===== config.mk =====
export PLATFORM = sky130hd
export DESIGN_NAME = edsac_order_sequencer
export DESIGN_NICKNAME = d
export VERILOG_FILES = /design/src/rtl/edsac_order_sequencer.sv
export SDC_FILE = /design/constraint.sdc
export NUM_CORES = 1
export LEC_CHECK = 0
export BUFFER_PORTS_ARGS = -buffer_cell sky130_fd_sc_hd__buf_4
export CAP_MARGIN = 20
export CORE_UTILIZATION = 40
export DETAILED_ROUTE_END_ITERATION = 6
export PLACE_DENSITY = 0.77
export SYNTH_ARGS = -nofsm -noshare
export SYNTH_HDL_FRONTEND = slang
export SYNTH_SLANG_ARGS = --single-unit

===== constraint.sdc =====
create_clock -name clk -period 3 [get_ports clk]
set_input_delay 0.45 -clock clk [delete_from_list [all_inputs] [get_ports clk]]
set_output_delay 0.45 -clock clk [all_outputs]
set_load 0.01 [all_outputs]

===== src/rtl/edsac_order_sequencer.sv =====
// edsac_order_sequencer
// Main-control sequencer for the EDSAC order cycle. It fetches the order
// addressed by the sequence control tank (SCT), latches it into the order
// tank, waits DECODE_CYCLES for the order decoders to settle, then hands the
// order to the arithmetic unit. When the arithmetic unit finishes, the SCT
// either advances by one or takes the jump address.
//
// Optional single-step support is compiled in with `define EDSAC_SINGLE_STEP_EN.
//
// Ports:
//   clk, rst_n          clock, asynchronous active-low reset
//   start               1-cycle pulse, leaves STOPPED
//   halt_req            level, stop once the order in flight completes
//   mem_req/mem_addr    fetch request and address (= SCT) to the store
//   mem_ack/order_in    store data valid strobe and order word
//   order_tank          latched order: [16:12] function, [10:1] address, [0] length
//   op_stop/op_jump     decoded Z order / E,G transfer
//   jump_cond           accumulator sign condition met for the current transfer
//   exec_valid          execute strobe to the arithmetic unit
//   exec_done           arithmetic unit finished the order
//   sct                 sequence control tank
//   running             high in every state except STOPPED
//   step_mode, step     (EDSAC_SINGLE_STEP_EN only) pause after each order,
//                       fetch the next one on a step pulse
module edsac_order_sequencer #(
  parameter int unsigned ADDR_W        = 10,
  parameter int unsigned START_ADDR    = 0,
  parameter int unsigned DECODE_CYCLES = 2
) (
  input  logic              clk,
  input  logic              rst_n,
  input  logic              start,
  input  logic              halt_req,
`ifdef EDSAC_SINGLE_STEP_EN
  input  logic              step_mode,
  input  logic              step,
`endif
  output logic              mem_req,
  output logic [ADDR_W-1:0] mem_addr,
  input  logic              mem_ack,
  input  logic [16:0]       order_in,
  output logic [16:0]       order_tank,
  input  logic              op_stop,
  input  logic              op_jump,
  input  logic              jump_cond,
  output logic              exec_valid,
  input  logic              exec_done,
  output logic [ADDR_W-1:0] sct,
  output logic              running
);

  localparam int unsigned ORDER_W = 17;
  localparam int unsigned DCNT_W  = (DECODE_CYCLES > 1) ? $clog2(DECODE_CYCLES) : 1;

  typedef enum logic [2:0] {
    ST_STOPPED  = 3'd0,
    ST_FETCH    = 3'd1,
    ST_DECODE   = 3'd2,
    ST_EXECUTE  = 3'd3,
    ST_ADVANCE  = 3'd4,
    ST_HALTED_Z = 3'd5
`ifdef EDSAC_SINGLE_STEP_EN
    , ST_PAUSED = 3'd6
`endif
  } state_e;

  state_e              state_q, state_d;
  logic [ADDR_W-1:0]   sct_q, sct_d;
  logic [ORDER_W-1:0]  tank_q, tank_d;
  logic [DCNT_W-1:0]   cnt_q, cnt_d;
  logic                mem_req_q, mem_req_d;
  logic                exec_valid_q, exec_valid_d;
  logic                running_q, running_d;

  // State and datapath registers; outputs are registered copies of the next state
  always_ff @(posedge clk or negedge rst_n) begin
    if (!rst_n) begin
      state_q      <= ST_STOPPED;
      sct_q        <= ADDR_W'(START_ADDR);
      tank_q       <= '0;
      cnt_q        <= '0;
      mem_req_q    <= 1'b0;
      exec_valid_q <= 1'b0;
      running_q    <= 1'b0;
    end else begin
      state_q      <= state_d;
      sct_q        <= sct_d;
      tank_q       <= tank_d;
      cnt_q        <= cnt_d;
      mem_req_q    <= mem_req_d;
      exec_valid_q <= exec_valid_d;
      running_q    <= running_d;
    end
  end

  // Next-state, SCT update, order latch and decode timer
  always_comb begin
    state_d = state_q;
    sct_d   = sct_q;
    tank_d  = tank_q;
    cnt_d   = cnt_q;

    unique case (state_q)
      ST_STOPPED: begin
        // start wins over a simultaneous halt_req
        if (start) state_d = ST_FETCH;
      end

      ST_FETCH: begin
        if (mem_ack) begin
          tank_d  = order_in;
          cnt_d   = DCNT_W'(DECODE_CYCLES - 1);
          state_d = ST_DECODE;
        end
      end

      ST_DECODE: begin
        if (cnt_q == '0) begin
          state_d = op_stop ? ST_HALTED_Z : ST_EXECUTE;
        end else begin
          cnt_d = cnt_q - DCNT_W'(1);
        end
      end

      ST_EXECUTE: begin
        if (exec_done) state_d = ST_ADVANCE;
      end

      ST_ADVANCE: begin
        if (op_jump && jump_cond) begin
          sct_d = tank_q[ADDR_W:1];
        end else begin
          sct_d = sct_q + ADDR_W'(1);
        end
        if (halt_req) begin
          state_d = ST_STOPPED;
        end
`ifdef EDSAC_SINGLE_STEP_EN
        else if (step_mode) begin
          state_d = ST_PAUSED;
        end
`endif
        else begin
          state_d = ST_FETCH;
        end
      end

      ST_HALTED_Z: begin
        // Resume after a Z order continues at the following order
        sct_d   = sct_q + ADDR_W'(1);
        state_d = ST_STOPPED;
      end

`ifdef EDSAC_SINGLE_STEP_EN
      ST_PAUSED: begin
        if (halt_req) begin
          state_d = ST_STOPPED;
        end else if (step) begin
          state_d = ST_FETCH;
        end
      end
`endif

      default: begin
        state_d = ST_STOPPED;
      end
    endcase

    mem_req_d    = (state_d == ST_FETCH);
    exec_valid_d = (state_d == ST_EXECUTE);
    running_d    = (state_d != ST_STOPPED);
  end

  assign mem_req    = mem_req_q;
  assign mem_addr   = sct_q;
  assign order_tank = tank_q;
  assign exec_valid = exec_valid_q;
  assign sct        = sct_q;
  assign running    = running_q;

endmodule


## Word level (Yosys, flattened, before mapping)

Index checks and enable logic that the tools add are counted.

- Bits in registers: 34
- Input bits: 26
- Output and inout port bits: 40
- Logic and storage cells: 36

- Add/sub/neg operators: 2
- Equal/unequal tests: 8
- Mux-type cells: 12
- Reductions and logical operators: 7

Operator list:

| kind | number |
|---|---|
| $pmux W10 S2 | 1 |
| $mux W3 | 5 |
| $pmux W3 S5 | 1 |
| $add A10 B1 Y10 const B | 1 |
| $mux W10 | 1 |
| $eq A3 B2 Y1 const B | 3 |
| $eq A3 B1 Y1 const B | 2 |
| $eq A3 B3 Y1 const B | 2 |
| $reduce_and A2 Y1 | 2 |
| $reduce_bool A2 Y1 | 2 |
| $logic_not A3 Y1 | 1 |
| $mux W1 | 3 |
| $reduce_bool A3 Y1 | 1 |
| $ne A2 B2 Y1 const B | 1 |
| $pmux W1 S2 | 1 |
| $logic_and A1 B1 Y1 | 1 |
| $sub A1 B1 Y1 const B | 1 |

## Logic depth before layout (Yosys ltp)

- Depth in word-level cells: 4
- Depth in mapped cells: 7
- Mapped depth without buffers: 5

## Worst setup path after synthesis

Ideal clock, no wire load.

- Path kind: flip-flop to flip-flop
- Start point: register state_q[2]
- End point: register sct_q[7] (netlist: mem_addr[7])
- Library setup time: 0.136 ns
- Arrival time: 1.439 ns
- Data required time: 2.864 ns
- Setup slack: 1.425 ns
- Stages on the path, launching flop included: 8
- Period minus slack after synthesis: 1.575 ns
- Cell sequence: dfrtp_1 > and3b_1 > buf_6 > or2_1 > buf_6 > buf_6 > o22ai_1 > a2bb2oi_2

- Word-level cells in the longest chain between the ends: 2
- Elaborated cells on any way between the ends: 4
- Those cells by class: 2 x eq/ne; 1 x mux; 1 x reduce/logical

Ends and longest elaborated chain:

| what | RTL line | RTL |
|---|---|---|
| from (decl) | 67 | `state_e state_q, state_d;` |
| from (signal assigned) | 86 | `state_q <= state_d;` |
| $eq A3 B3 Y1 | 103 | `unique case (state_q)` |
| $pmux W10 S2 or $reduce_bool A2 Y1 (tied branches) | -- |  |
| to (signal assigned) | 79 | `sct_q <= ADDR_W'(START_ADDR);` |
| to (signal assigned) | 87 | `sct_q <= sct_d;` |
| to (decl) | 68 | `logic [ADDR_W-1:0] sct_q, sct_d;` |

Parallel ways exist; a longest one is shown, timed or not.
A chain may end at the register's enable or synchronous reset.

## Final worst setup path

- Start point: register state_q[0]
- End point: register sct_q[3] (netlist: mem_addr[3])

Same word-level chain as after synthesis.

==> impl_metrics.toml <==
[outcome]
status = "finished, final reports clean"

[critical_path]
critPathLaunchType = "flop"
worst-path-max-fanout = 14
cp.required_ps = 3180
critPathKind = "flop to flop"
cp-end-kind = "flop"
arrival_ps = 2060

[timing]
setup_viol = 0
hold_viol = 0
max_freq_ghz = 0.532
skew_ps = 7.39
rsz0062_at_grt = "no"
final-max-slew-violation-count = 0
tns_ps = 0
slew_headroom_pct = 39.6
fin_crit_sh_pct = 62.6
period_needed_ps = 1880
holdWs_ps = 91.3
tightestPinTransition_ps = 903

[power]
combPwrFrac_pct = 45.8
p_switching_uw = 881
p_int_uw = 1480
p_seq_share_pct = 39.1
p_leak_uw = 0.00102
switching_share_pct = 37.4
irDropWorstVdd_mv = 0.533
power_density_nw_per_um2 = 1060
p_total_uw = 2360
power.share.clock_pct = 15.1

[cts]
cts_tree = "yes"
cts_hold_buf = 0
post-cts-setup-buffer-count = 0
clock-root-buffer = "clkbuf_8"
clkTransAtPathRegs_ps = 70
cts_buffer_depth = 2
cts_resized = 0
cts_sinks = 34
clkLatencyLatePin_ps = 290
htreeDepth = 2
numCtsBuffers = 5

[routing]
drt_wl_total_um = 3660
wire_per_inst_um = 14.4
first_iter_violations = 83
first_pass_iters = 4
route.detailed.drc = 0
via_per_inst = 5.21
drtAntennaViolNets = 0
vias = 1324

[hold_path]
min_path_type = "primary input to asynchronous set/reset pin"

[floorplan]
core_area_um2 = 4030
die_height_um = 67.2
die_area_um2 = 4520
fp.dieW_um = 67.2
ios = 66
fp-row-count = 23
initial_core_util_pct = 42.2

[global_routing]
grt_start_max_net_pins = 35
grt_overflow_total = 0
antenna_found_initial = 0
grt_use_met1_pct = 21.6
grt_first_pass_wirelength_um = 5890
top_usage_layer = "met2"
grt_pass1_vias = 1263
use_met3_pct = 5.07
use_met2_pct = 29.1
grt_usage_pct = 17.8

[synthesis]
synth_flop_cell = "dfrtp_1"
yosys_register_bits = 34
yosysSeqAreaShare_pct = 50.0
synth_top_area_share_pct = 50.0
syn_nets = 175
async_flop_share_pct = 100
yosysUniqueCellTypes = 43
yosys.area.top_type = "dfrtp_1"
syn_area_um2 = 1700
yosys_warnings = 0
synth_edf_count = 0
synthTopCellsByArea = "dfrtp_1 50%, mux2_2 9.3%, buf_4 4.4%, a2bb2oi_2 3.5%, nand3_1 2.1%"
syn_area_per_cell_um2 = 11.5
synth_cells = 148

[final_layout]
drive_above_1_share_pct = 47.5
final_common_cell = "buf_4"
nNetsFinal = 230
layout_common_cells = "65 x buf_4, 34 x dfrtp_1, 14 x mux2_2"
areaGrowthSynthToFinish_pct = 30.4
fin_util_pct = 55.1
antennaDiodeCount = 0

[placed_design]
io_buffers = 65
hpwl_um = 2620
gp_congestion = 0.769

[flow_run]
cap_violations = 0
==> power by group through the flow <==
stage	clock network, uW	registers [uW]	logic (uW)
after global placement	0	919	1070
after CTS	362	922	1090
after floorplan	0	965	594
after global routing	384	958	1190
final	357	921	1080
after detailed placement	0	926	1090
==> worst max-delay path: stages, from the launching register on <==
cell and delay [ps]:
dfrtp_1 480, and3b_1 360, or2_1 570, a21oi_1 140
o22a_1 230
==> path summary, 6_finish.rpt <==
path                                start              to  slack [ps]  depth (start not counted)
hold / removal                      rst_n  order_tank[10]          90                          1
min in group clk              order_in[9]   order_tank[9]         370                          2
hold reg to reg            order_tank[11]  order_tank[11]         500                          1
setup reg to reg               state_q[0]     mem_addr[3]        1120                          4
max in group asynchronous           rst_n  order_tank[16]        2600                          1
setup / recovery               state_q[0]     mem_addr[3]        1120                          4
==> final cells by class <==
cell class	count	area, um^2
fillers	393	1810
flip-flops and latches	34	851
clock buffers	6	82.6
multi-input cells	91	701
well taps	50	62.6
inverters	6	22.5
repair buffers	65	488
clock inverters	2	12.5
==> Yosys cell counts (2+ instances only) <==
cell	number
dfrtp_1	34
mux2_2	14
buf_4	10
nand2_1	9
nand3_1	7
o21ai_0	7
inv_1	6
nor2_1	5
a2bb2oi_2	4
a21oi_1	3
a21oi_2	3
buf_2	3
buf_6	3
mux2_1	3
a22oi_1	2
a31oi_1	2
and3_1	2
nor2b_1	2
o211ai_1	2
o21ai_1	2
o22ai_1	2
o22ai_2	2
==> metrics by stage <==
stage	instances	setup slack, ps	area [um^2]
finish	254	1120	2220
global route	254	1010	2220
CTS	254	1130	2220
detailed placement	246	1130	2120
global placement	246	1160	2120
floorplan	148	1430	1700
==> kinds of logic after synthesis <==
group / share of synthesized area (%)
compound gates: 18.1
fa+ha+maj: 0.735
flops: 50.0
buf+inv: 8.82
simple gates: 11.1
mux: 11.2
==> sequential cells by signal (all words and copies together) (netlist names) <==
signal,cells
order_tank,17
cnt_q,1
exec_valid,1
running,1
mem_req,1
state_q,3
mem_addr,10
==> metal layers <==
| metal | share of wire [%] | vias to the layer above |
|---|---|---|
| li1 | - | 632 |
| met1 | 44 | 638 |
| met2 | 47 | 48 |
| met3 | 7.0 | 6 |
| met4 | 1.6 | 0 |
| met5 | 0 | - |
No activity file was read; power rests on OpenSTA's default activity.
